### config.mk
export PLATFORM = sky130hd
export DESIGN_NAME = booth_mul_r4
export DESIGN_NICKNAME = d
export VERILOG_FILES = /design/src/rtl/booth_mul_r4.sv
export SDC_FILE = /design/constraint.sdc
export NUM_CORES = 1
export LEC_CHECK = 0
export ABC_CLOCK_PERIOD_IN_PS = 4950
export CORE_MARGIN = 2
export CORE_UTILIZATION = 60
export CTS_BUF_LIST = sky130_fd_sc_hd__clkbuf_4
export DETAILED_ROUTE_END_ITERATION = 8
export GPL_TIMING_DRIVEN = 0
export PLACE_DENSITY = 0.9
export REMOVE_ABC_BUFFERS = 1
export SYNTH_ARGS = -nofsm -noshare
export SYNTH_HDL_FRONTEND = slang
export SYNTH_SLANG_ARGS = --single-unit
export TNS_END_PERCENT = 10
### constraint.sdc
create_clock -name clk -period 4.95 [get_ports clk]
set_input_delay 0.99 -clock clk [delete_from_list [all_inputs] [get_ports clk]]
set_output_delay 0.99 -clock clk [all_outputs]
set_load 0.01 [all_outputs]
### src/rtl/booth_mul_r4.sv
// booth_mul_r4: radix-4 (modified) Booth sequential multiplier, WIDTH-generic.
// Retires two multiplier bits per cycle, so a signed product needs WIDTH/2 cycles.
// Handshake: start (sampled in IDLE), busy (operation in flight), valid (one-cycle
// product pulse). Z is registered and keeps the last product until the next one.
// Optional macro BOOTH_MUL_UNSIGNED_EN adds a tc input: tc=0 selects unsigned
// operands and runs one extra iteration.
module booth_mul_r4 #(
  parameter int WIDTH = 8
) (
  input  logic               clk,
  input  logic               rst,
  input  logic               start,
`ifdef BOOTH_MUL_UNSIGNED_EN
  input  logic               tc,
`endif
  input  logic [WIDTH-1:0]   X,
  input  logic [WIDTH-1:0]   Y,
  output logic               busy,
  output logic               valid,
  output logic [2*WIDTH-1:0] Z
);

  localparam int N_ITER = WIDTH / 2;
`ifdef BOOTH_MUL_UNSIGNED_EN
  // Unsigned operands need one more headroom bit in the adder, and the
  // multiplier gets two zero bits on top to feed the extra iteration.
  localparam int AW = WIDTH + 3;
  localparam int MW = WIDTH + 3;
`else
  localparam int AW = WIDTH + 2;
  localparam int MW = WIDTH + 1;
`endif
  localparam int CW = $clog2(N_ITER + 1) + 1;

  if ((WIDTH % 2) != 0 || WIDTH < 4) begin : g_width_check
    $error("booth_mul_r4: WIDTH must be even and >= 4");
  end

  typedef enum logic {IDLE, RUN} state_t;

  state_t               state_q;
  logic [AW-1:0]        mcand_q;
  logic [AW-1:0]        acc_q;
  logic [MW-1:0]        m_q;
  logic [CW-1:0]        cnt_q;
  logic                 busy_q, valid_q;
  logic [2*WIDTH-1:0]   z_q;

  logic [AW-1:0]        pp_d, sum_d, acc_d, mcand_d;
  logic [MW-1:0]        m_d, mload_d;
  logic                 cin_d;
  logic [AW+MW-1:0]     shifted_d;
  logic [CW-1:0]        last_d;
  logic [2*WIDTH-1:0]   prod_d;

`ifdef BOOTH_MUL_UNSIGNED_EN
  logic                 tc_q;
  logic                 xe, ye;
  // Operand load values: sign-extend when tc=1, zero-extend otherwise
  always_comb begin
    xe      = tc & X[WIDTH-1];
    ye      = tc & Y[WIDTH-1];
    mcand_d = {{3{xe}}, X};
    mload_d = {{2{ye}}, Y, 1'b0};
  end
`else
  // Operand load values: multiplicand sign-extended, multiplier with the
  // implicit zero below bit 0
  always_comb begin
    mcand_d = {{2{X[WIDTH-1]}}, X};
    mload_d = {Y, 1'b0};
  end
`endif

  // One Booth step: select the partial product from the 3-bit window, add it
  // into the upper half, then arithmetic-shift {acc, multiplier} right by 2
  always_comb begin
    pp_d  = '0;
    cin_d = 1'b0;
    case (m_q[2:0])
      3'b001, 3'b010: pp_d = mcand_q;
      3'b011:         pp_d = {mcand_q[AW-2:0], 1'b0};
      3'b100: begin
        pp_d  = ~{mcand_q[AW-2:0], 1'b0};
        cin_d = 1'b1;
      end
      3'b101, 3'b110: begin
        pp_d  = ~mcand_q;
        cin_d = 1'b1;
      end
      default:        pp_d = '0;
    endcase
    sum_d     = acc_q + pp_d + {{(AW-1){1'b0}}, cin_d};
    shifted_d = $signed({sum_d, m_q}) >>> 2;
    acc_d     = shifted_d[AW+MW-1:MW];
    m_d       = shifted_d[MW-1:0];
  end

  // Final iteration index and where the product sits after the last shift
  always_comb begin
`ifdef BOOTH_MUL_UNSIGNED_EN
    if (tc_q) begin
      last_d = CW'(N_ITER - 1);
      prod_d = {acc_d[WIDTH-1:0], m_d[WIDTH+2:3]};
    end else begin
      last_d = CW'(N_ITER);
      prod_d = {acc_d[WIDTH-3:0], m_d[WIDTH+2:1]};
    end
`else
    last_d = CW'(N_ITER - 1);
    prod_d = {acc_d[WIDTH-1:0], m_d[WIDTH:1]};
`endif
  end

  // Control FSM and datapath registers; outputs are registered here too
  always_ff @(posedge clk or negedge rst) begin
    if (!rst) begin
      state_q <= IDLE;
      mcand_q <= '0;
      acc_q   <= '0;
      m_q     <= '0;
      cnt_q   <= '0;
      busy_q  <= 1'b0;
      valid_q <= 1'b0;
      z_q     <= '0;
`ifdef BOOTH_MUL_UNSIGNED_EN
      tc_q    <= 1'b1;
`endif
    end else begin
      valid_q <= 1'b0;
      case (state_q)
        IDLE: begin
          if (start) begin
            mcand_q <= mcand_d;
            m_q     <= mload_d;
            acc_q   <= '0;
            cnt_q   <= '0;
            busy_q  <= 1'b1;
            state_q <= RUN;
`ifdef BOOTH_MUL_UNSIGNED_EN
            tc_q    <= tc;
`endif
          end
        end
        RUN: begin
          acc_q <= acc_d;
          m_q   <= m_d;
          cnt_q <= cnt_q + 1'b1;
          if (cnt_q == last_d) begin
            z_q     <= prod_d;
            valid_q <= 1'b1;
            busy_q  <= 1'b0;
            state_q <= IDLE;
          end
        end
        default: state_q <= IDLE;
      endcase
    end
  end

  assign busy  = busy_q;
  assign valid = valid_q;
  assign Z     = z_q;

endmodule
After elaboration in Yosys (flattened, before gate mapping)
Index checks and enable logic that the tools add are counted.
{"block": "word_totals", "register_bits": 50, "inputBits": 19}
{"block": "op_classes", "n_reduce_logical": 6, "n_bitwise": 3, "addsub": 3, "eq_ne": 9, "n_mux": 16}
{"cell": "$pmux 10 s4", "n": 1}
{"cell": "$not 10->10", "n": 2}
{"cell": "$pmux 10 s2", "n": 1}
{"cell": "$pmux 9 s2", "n": 1}
{"cell": "$add 10x1->10", "n": 1}
{"cell": "$add 10x10->10", "n": 1}
{"cell": "$mux 10", "n": 1}
{"cell": "$eq 3x3->1 const B", "n": 3}
{"cell": "$mux 9", "n": 1}
{"cell": "$pmux 4 s2", "n": 1}
{"cell": "$mux 1", "n": 7}
{"cell": "$eq 3x2->1 const B", "n": 2}
{"cell": "$reduce_and 2->1", "n": 3}
{"cell": "$add 4x1->4 const B", "n": 1}
{"cell": "$eq 4x2->1 const B", "n": 1}
{"cell": "$mux 4", "n": 1}
{"cell": "$pmux 1 s2", "n": 2}
{"cell": "$reduce_or 2->1", "n": 2}
{"cell": "$eq 3x1->1 const B", "n": 1}
{"cell": "$reduce_or 3->1", "n": 1}
{"cell": "$ne 2x1->1 const B", "n": 1}
{"cell": "$ne 2x2->1 const B", "n": 1}
{"cell": "$not 1->1", "n": 1}

Logic depth before layout (Yosys ltp)
{"block": "logic_depth", "word_depth": 6, "mapped_depth": 11}

Worst setup path before layout
No wires, ideal clock.
{"block": "synth_timing", "path_kind": "register -> register", "startpoint": "register m_q[2]", "endpoint": "register z_q[12], in the netlist Z[12]", "stages_incl_launch_ff": 12, "arrival_time_ns": 2.605, "slack_ns": 2.211, "path_buffers": 2, "t_required_ns": 4.815, "synth_period_minus_slack_ns": 2.739, "cell_sequence": "dfrtp_1 > clkbuf_1 > buf_2 > o21ai_0 > a21oi_1 > fa_1 > fa_1 > a211oi_1 > o21bai_1 > a21oi_1 > xor2_1 > o21ai_0"}
{"block": "synth_between", "elab_chain_cells": 5}
{"item": "from (decl)", "line": "44", "source": "logic [MW-1:0] m_q;"}
{"item": "from (signal assigned)", "line": "135", "source": "m_q <= mload_d;"}
{"item": "from (signal assigned)", "line": "147", "source": "m_q <= m_d;"}
{"item": "$eq 3x3->1 (tied with other cells)", "line": "80", "source": "case (m_q[2:0])"}
{"item": "$reduce_or 2->1, on equally long branches"}
{"item": "$pmux 10 s4", "line": "80"}
{"item": "$add 10x10->10", "line": "93", "source": "sum_d = acc_q + pp_d + {{(AW-1){1'b0}}, cin_d};"}
{"item": "$add 10x1->10 (*)", "line": "93"}
{"item": "to (signal assigned)", "line": "150", "source": "z_q <= prod_d;"}
{"item": "to (decl)", "line": "47", "source": "logic [2*WIDTH-1:0] z_q;"}
Every way passes the cells marked *; elsewhere a longest branch is shown, timed or not.
A chain may end at the register's enable or synchronous reset.

Worst setup path in the final report
Ends and elaborated chain as after synthesis.

==> impl_metrics.toml <==
[synth]
synth.distinct_cells = 36
yosysSeqAreaShare_pct = 49.3
ys_async_sr_fraction_pct = 100
synthFlopType = "dfrtp_1"
syn_inst = 245
yosys_warnings = 0
netlist_area_mm2 = 0.00244
yosys_register_bits = 48
synth_edf_count = 0
syn_area_per_cell_um2 = 9.94

[setup_path]
critPathKind = "flop to flop"
setup.worst_path.end_class = "flop"
crit_path_max_incr_delay_ns = 0.73
cp_common_cell = "o21ai_0"
crit_buf_inv = 0
start_kind = "flop"
cp_data_required_time_ns = 5.17
arrival_ns = 3.27
crit_chain = "nor2_1 -> a22oi_1 -> o21ai_0 -> fa_1 -> a211oi_1 -> o21bai_1 -> a21oi_1 -> xor2_1 -> o21ai_0"
crit_family = "compound AO/OA/AOI/OAI gates"
cpMaxStageDelayCell = "dfrtp_1"
crit_fanout = 16

[clocking]
cts_made_buffers = 5
cts_tree = "done"
clk_pin_slew_ns = 0.13
ctsHoldBuffers = 0
cts.sinks = 48
cts.htree.levels = 2
cts_setup_buffers = 0
clk_latency_ns = 0.37
cts_resized = 0
clock_path_buffers = 2
cts-root-buf = "clkbuf_4"

[timing]
fmax_mhz = 328
slew_viol_final = 0
tns_ns = 0
finClkSkew_ns = 0.00715
worst_slew_pin_slew_ns = 0.814
period_needed_ns = 3.05
post-route-period-util_pct = 61.6
final_hold_viol_count = 0
setup_viol = 0
rsz0062_at_grt = "false"
relSlewSlack_pct = 45.6

[die]
die_w_um = 67.7
rows = 23
coreArea_mm2 = 0.00394
dieArea_mm2 = 0.00459
initial_core_util_pct = 61.8
dieHeight_um = 67.7
ios = 37

[finish]
area_delta_synth_final_pct = 18.7
nNetsFinal = 309
antennaDiodeCount = 0
final_common_cell = "nand2_1"
drive_above_1_share_pct = 8.60
final_cell_mix = "nand2_1 (54), dfrtp_1 (48), o21ai_0 (37)"
fill_cells = 315

[grt]
grt.overflow.total = 0
grt_pass1_wl_um = 8050
grt_start_max_net_pins = 26
grt_pass1_vias = 1842
grt_usage_pct = 23.9
grt_antenna_before_repair = 0

[detailed_routing]
vias_per_cell = 5.66
drtPass1Iterations = 4
post_drt_wl_per_cell_um = 14.3
ant_nets = 0
drc = 0
vias = 1862
drtIter0Drc = 126
drt_wl_total_um = 4710

[placed_design]
post-dp-hpwl_um = 3450
io_buffers = 36
gp_congestion = 0.874

[flow_run]
cap_violations = 0

[worst_hold_path]
hold_path.class = "flop to flop"

[run_status]
outcome = "complete, no violations"
## synth_stat cells (2+ instances only)
cell type	n	area, um2
ha_1	9	113
mux2_2	8	90.1
clkbuf_1	8	30.0
inv_1	5	18.8
xnor2_1	4	35.0
a22o_1	2	17.5
nand3_1	3	15.0
xor2_1	12	105
dfrtp_1	48	1200
a21oi_1	6	30.0
a22oi_1	6	45.0
fa_1	2	40.0
buf_2	2	10.0
nor2_1	11	41.3
mux2i_1	8	80.1
nand2_1	54	203
a21o_1	2	15.0
o21ai_0	37	185
## metrics by stage
stage,utilization [%],hold WS (ns),setup WS [ns],instances,cell area [um2]
floorplan,-,0.456,2.31,235,2400
global placement,71.5,0.457,1.64,321,2820
CTS,73.3,0.496,1.92,329,2890
global route,73.3,0.529,1.70,329,2890
finish,73.3,0.491,1.90,329,2890
detailed placement,72.1,0.466,1.96,322,2840
## tightest hold or removal path, cell delays in order (launching register included)
cell and delay [ns]:
dfrtp_1 0.37, nand2_1 0.05, nand2_1 0.05
## metal layers
layer | up-vias | GRT usage, % | part of all wire [%]
met5 | - | 0 | 0
met2 | 52 | 40.8 | 50
li1 | 916 | - | -
met3 | 13 | 4.00 | 4.8
met1 | 881 | 29.0 | 42
met4 | 0 | 12.2 | 2.6
## cell families (layout without fill, tap and decap cells)
logic type,count (synthesis),count (layout),synth area share [%]
compound gates,65,65,16.7
xor+xnor,16,16,5.75
fa+ha+maj,11,11,6.27
buf+inv,15,49,2.41
flops,48,48,49.3
mux,17,17,7.60
simple gates,73,73,12.0
## flip-flops by register name, summed over array words and instances (netlist names)
signal   count
Z           16
acc_q        8
valid        1
busy         1
state_q      1
m_q          9
cnt_q        4
mcand_q      8
## worst paths after layout
| kind | from | end | slack, ns | cells past startpoint |
|---|---|---|---|---|
| worst max-delay path | m_q[2] | Z[12] | 1.90 | 9 |
| worst min-delay path | Z[3] | Z[3] | 0.49 | 2 |
| worst max register to register | m_q[2] | Z[12] | 1.90 | 9 |
| worst min register to register | Z[3] | Z[3] | 0.49 | 2 |
| max in group asynchronous | rst | mcand_q[3] | 3.81 | 2 |
| min in group asynchronous | rst | Z[5] | 0.61 | 1 |
## area by class of cell
class / instances / area [um2] / share of cell area (%)
clock buffers: 6 / 45.0 / 1.56
clock inverters: 1 / 5.00 / 0.173
inverters: 5 / 18.8 / 0.649
multi-input cells: 182 / 1180 / 40.7
flip-flops and latches: 48 / 1200 / 41.5
well taps: 50 / 62.6 / 2.16
repair buffers: 37 / 383 / 13.2
Power is left out: the tool's default activity adds up to more than one toggle a clock period on the data nets, which glitch-free logic cannot reach.
==> edit 1, RTL diff (same flow settings) <==
Reset style: synchronous (`rst`), changed in one clocked block.
--- a/src/rtl/booth_mul_r4.sv
+++ b/src/rtl/booth_mul_r4.sv
@@ -114,5 +114,5 @@
 
   // Control FSM and datapath registers; outputs are registered here too
-  always_ff @(posedge clk or negedge rst) begin
+  always_ff @(posedge clk) begin
     if (!rst) begin
       state_q <= IDLE;
Function: differs if rst is asserted again (counterexample within 4 cycles, from zero or initial values and one cycle with rst low); with rst held inactive, the same outputs for 4 cycles.
==> edit 1 against the original RTL <==
  * Synthesized cell count up 16%
  * Via count rose by 18%
  * Synthesized area grew 1.4%
  * Final area grew 0.22%
  * Setup slack worse by 0.0054 ns
  * Sequential cell count did not move
  * Routed wire length increased by 13%
  * Critical endpoint is now Z[14]$_SDFFE_PN0P_
  * Largest cell class is now multi-input gates
Power is left out: it rests on default switching activity, and per cell area and clock period it moved more than threefold.
==> edit 1: results (changes against the original RTL) <==
- Largest net degree at the start of global routing: 49 (+88%)
- Seq/Total Area, Yosys: 38.9% (-10 points)
- Hpwl dp: 3680 um (+6.6%)
- Root Driver: clkbuf_4
- Reg clk slew, reported paths: 0.14 ns
- Gpl congestion: 0.938 (+7.3%)
- Worst slew pin tran: 0.859 ns (+0.0442 ns)
- # resized after CTS: 0 (unchanged)
- Pre-antenna DRT Iters: 4 (unchanged)
- Num CTS Buffers: 5 (unchanged)
- H-tree levels: 2 (unchanged)
- Worst Skew: 0.0141 ns (+0.00693 ns)
- Antenna diodes: 0 (unchanged)
- DR iter-0 viols: 141 (+12%)
- Crit-path max FO: 16 (unchanged)
- Tot GR Track Use: 24.8% (+0.93 points)
- Antenna violations before repair: 0 (unchanged)
- Synth cell types: 52 (+44%)
- Hold path start: Z[11]$_SDFFE_PN0P_
- Final wirelength: 5310 um (+13%)
- Post-synth EDFFs: 0 (unchanged)
- Worst min path class: reg2reg
- Skew-Pair Late Insertion Delay: roughly 0.38 ns
- Crit path from: m_q[2]$_SDFFE_PN0P_
- PortBufs: 36 (unchanged)
- WP data arrival: 3.34 ns (+0.07 ns)
- Share of layout cells above drive strength 1: 7.07% (-1.5 points)
- Ys flop type: dfxtp_1
- Most frequent cells after synthesis: dfxtp_1, nor2_1, a21oi_1
- Final #Nets: 340 (+10%)
- Ys async rst share: 0% (-100 points)
- Final Max Slew Viols: 0 (unchanged)
- YS warnings: 0 (unchanged)
- Clock Tree Buf Depth: 2 (unchanged)
- Fill count: 310 (-1.6%)
- Vias per inst: 6.06 (+7.1%)
- Status: finished, final reports clean
- First-pass GRT wire length: 8690 um (+8.0%)
- Vias in the first global route: 1,938 (+5.2%)
- Synth top area cells: dfxtp_1, a21oi_1, ha_1, nor2_1, nand2_1
- Post-CTS setup buffer count: 0 (unchanged)
- Max reg flops: 16 (unchanged)
## edit 1: cell count changes after synthesis, moves of 7 or more
cell,delta
dfrtp_1,-48
dfxtp_1,+48
nand2_1,-29
o21ai_0,-25
a21oi_1,+23
nor2_1,+19
a22o_1,+7
mux2_2,-7
## edit 1: final timing paths
check	end	slack, ns	cells past startpoint
hold / removal	Z[11]$_SDFFE_PN0P_	0.47	2
hold reg to reg	Z[11]$_SDFFE_PN0P_	0.47	2
setup reg to reg	Z[14]$_SDFFE_PN0P_	1.89	9
setup / recovery	Z[14]$_SDFFE_PN0P_	1.89	9
## edit 1: routing by layer
layer / GRT usage [%] / share of wire (%) / up-vias
li1: - / - / 1076
met1: 31.7 / 45 / 1027
met2: 41.4 / 47 / 72
met3: 5.43 / 5.9 / 13
met4: 8.25 / 2.1 / 0
met5: 0 / 0 / -
## edit 1: cells by family after synthesis
kind of cell | share of synthesized area, %
and+or+nand+nor | 19.1
DFF | 38.9
muxes | 4.10
buffers and inverters | 4.46
AOI/OAI and AO/OA | 24.0
xor gates and xnor gates | 3.19
adders and majority gates | 6.18
## edit 1: critical path, cell delays in order, from the launching register on
cell and delay, ns:
dfxtp_1 0.74, a21oi_1 0.15, o22ai_1 0.19, a31oi_1 0.09
fa_1 0.47, fa_1 0.44, nand3_1 0.15, a211oi_2 0.12
or3_1 0.35, a32o_1 0.26
## edit 1: metrics by stage
stage                     utilization, %  setup WS, ns  hold WS, ns  area [um^2]  cells
after detailed placement            70.8          1.97        0.452         2810    353
after global routing                73.0          1.71        0.509         2900    361
final                               73.0          1.89        0.471         2900    361
after CTS                           72.9          1.91        0.473         2900    361
after global placement              70.8          2.06        0.437         2810    353
after floorplan                        -          2.25        0.464         2390    267
## edit 1: area by class of cell
| cell class | instances | area (um^2) | area share (%) |
|---|---|---|---|
| tap | 50 | 62.6 | 2.16 |
| clock inverter | 3 | 46.3 | 1.60 |
| clock buffer | 5 | 37.5 | 1.30 |
| multi-input combinational | 211 | 1400 | 48.3 |
| inverter | 8 | 30.0 | 1.04 |
| timing repair buffer | 36 | 360 | 12.4 |
| sequential | 48 | 962 | 33.2 |
==> edit 2, RTL diff (same flow settings) <==
Made on the original files. The parameter `WIDTH` goes from 8 to 16.
--- a/src/rtl/booth_mul_r4.sv
+++ b/src/rtl/booth_mul_r4.sv
@@ -6,5 +6,5 @@
 // operands and runs one extra iteration.
 module booth_mul_r4 #(
-  parameter int WIDTH = 8
+  parameter int WIDTH = 16
 ) (
   input  logic               clk,
Interface: changed (resized X, Y and Z); port bits go from 37 to 69. The function was not compared with the original's and may differ.
==> edit 2 against the original RTL <==
  * Routed wire length is 120% higher
  * Sequential cell count rose by 41
  * Critical path depth increased by 1
  * Critical path type unchanged
  * First-iteration DRC count is 51% higher
  * Setup slack got worse by 0.81 ns
  * Final area grew 96%
  * Hold slack worse by 0.0076 ns
  * Synthesized area increased by 94%
  * Via count rose by 100%
Power is left out: the tool's default activity adds up to more than one toggle a clock period on the data nets, which glitch-free logic cannot reach.
==> edit 2: results (changes against the original RTL) <==
- Clock Tree Buf Depth: 2 (unchanged)
- Synth top area cells: dfrtp_1, nand2_1, mux2_2, xor2_1, ha_1
- H-tree levels: 3 (+1)
- Crit-path max FO: 24 (+8)
- Vias in the first global route: 3,694 (+100%)
- Root Driver: clkbuf_4
- First-pass GRT wire length: 17,400 um (+120%)
- WP data arrival: 4.20 ns (+0.93 ns)
- Reg clk slew, reported paths: 0.15 ns (+0.02 ns)
- Post-CTS setup buffer count: 0 (unchanged)
- Hpwl dp: 7320 um (+110%)
- Gpl congestion: 0.891 (+1.9%)
- Max reg flops: 32 (+16)
- Largest net degree at the start of global routing: 53 (+100%)
- Reg2reg end: Z[30]$_DFFE_PN0P_
- DR iter-0 viols: 190 (+51%)
- Seq/Total Area, Yosys: 47.1% (-2.2 points)
- Worst slew pin tran: 1.31 ns (+0.500 ns)
- Pre-antenna DRT Iters: 5 (+1)
- Vias per inst: 5.85 (+3.4%)
- Reg-to-reg startpoint: m_q[2]$_DFFE_PN0P_
- # resized after CTS: 0 (unchanged)
- Final wirelength: 10,500 um (+120%)
- Worst min path class: in2async
- Num CTS Buffers: 9 (+4)
- CP Class: reg2reg
- Synth cell types: 48 (+33%)
- Share of layout cells above drive strength 1: 10.1% (+1.5 points)
- PortBufs: 68 (+89%)
- Worst R2R Setup Slack: 1.09 ns (-0.81 ns)
- Most frequent cells after synthesis: nand2_1, dfrtp_1, o21ai_0
- Worst Skew: 0.0227 ns (+0.0156 ns)
- Antenna violations before repair: 0 (unchanged)
- Status: finished, final reports clean
- YS warnings: 0 (unchanged)
- Worst slack, placed: 0.825 ns (-1.14 ns)
- Skew-Pair Late Insertion Delay: 0.45 ns (+0.08 ns)
- Tot GR Track Use: 25.6% (+1.7 points)
- Worst Reg2Reg Path Length in Cells: 10 (+1)
- Fill count: 545 (+73%)
- Ys flop type: dfrtp_1
- Ys async rst share: 100% (unchanged)
- Final #Nets: 584 (+89%)
==> edit 2: cell types whose count changed after synthesis, moves of 8 or more <==
| cell | unedited run | this run |
|---|---|---|
| a21oi_1 | 6 | 15 |
| ha_1 | 9 | 17 |
| clkbuf_1 | 8 | 18 |
| nor2_1 | 11 | 22 |
| nand2_1 | 54 | 95 |
| xor2_1 | 12 | 25 |
| a22o_1 | 2 | 15 |
| a22oi_1 | 6 | 14 |
| mux2i_1 | 8 | 17 |
| dfrtp_1 | 48 | 89 |
| mux2_2 | 8 | 24 |
==> edit 2: final cells by class <==
class / count / area [um^2] / area share (%)
clock buffers: 9 / 67.6 / 1.19
clock inverters: 7 / 100 / 1.77
multi-input cells: 356 / 2380 / 42.0
inverters: 3 / 11.3 / 0.199
flip-flops and latches: 89 / 2230 / 39.4
repair buffers: 71 / 748 / 13.2
well taps: 102 / 128 / 2.25
==> edit 2: worst max-delay path by stage <==
stage                                  end  slack [ns]  cells after the start
floorplan                Z[30]$_DFFE_PN0P_        1.71                     10
global placement     acc_q[14]$_DFFE_PN0P_       -0.23                      1
detailed placement  mcand_q[8]$_DFFE_PN0P_        0.83                      3
CTS                      Z[30]$_DFFE_PN0P_        1.11                     10
global route             Z[28]$_DFFE_PN0P_        0.83                     10
finish                   Z[30]$_DFFE_PN0P_        1.09                     10
==> edit 2: kinds of logic after synthesis <==
| group | count (synthesis) | share of synthesized area (%) |
|---|---|---|
| AOI/OAI and AO/OA | 117 | 16.3 |
| xor gates and xnor gates | 32 | 5.93 |
| adders and majority gates | 19 | 5.35 |
| buffers and inverters | 30 | 2.59 |
| DFF | 89 | 47.1 |
| muxes | 41 | 9.32 |
| and+or+nand+nor | 147 | 13.4 |
==> edit 2: metal layers <==
layer | wire (um) | global-route usage (%) | part of all wire (%) | up-vias
li1 | - | - | - | 1789
met1 | 4560 | 34.0 | 43 | 1800
met2 | 5180 | 42.3 | 49 | 117
met3 | 540 | 4.23 | 5.1 | 21
met4 | 217 | 9.93 | 2.1 | 0
met5 | 0 | 0 | 0 | -
==> edit 2: worst max-delay path: stages, from the launching register on <==
cell	delay (ns)
dfrtp_1	1.01
nor2_1	0.46
a22oi_1	0.27
o21ai_0	0.21
fa_1	0.50
a211oi_1	0.24
o21ai_1	0.17
a211oi_2	0.33
o41ai_2	0.12
xor2_1	0.17
mux2_2	0.28
==> edit 2: per-stage QoR <==
stage	setup TNS [ns]	instances	hold slack (ns)	cell area, um^2
2_1_floorplan	0	448	0.460	4620
3_3_place_gp	-19.73	618	0.456	5420
3_5_place_dp	0	620	0.462	5480
4_1_cts	0	636	0.494	5650
5_1_grt	0	637	0.501	5660
6_report	0	637	0.483	5660
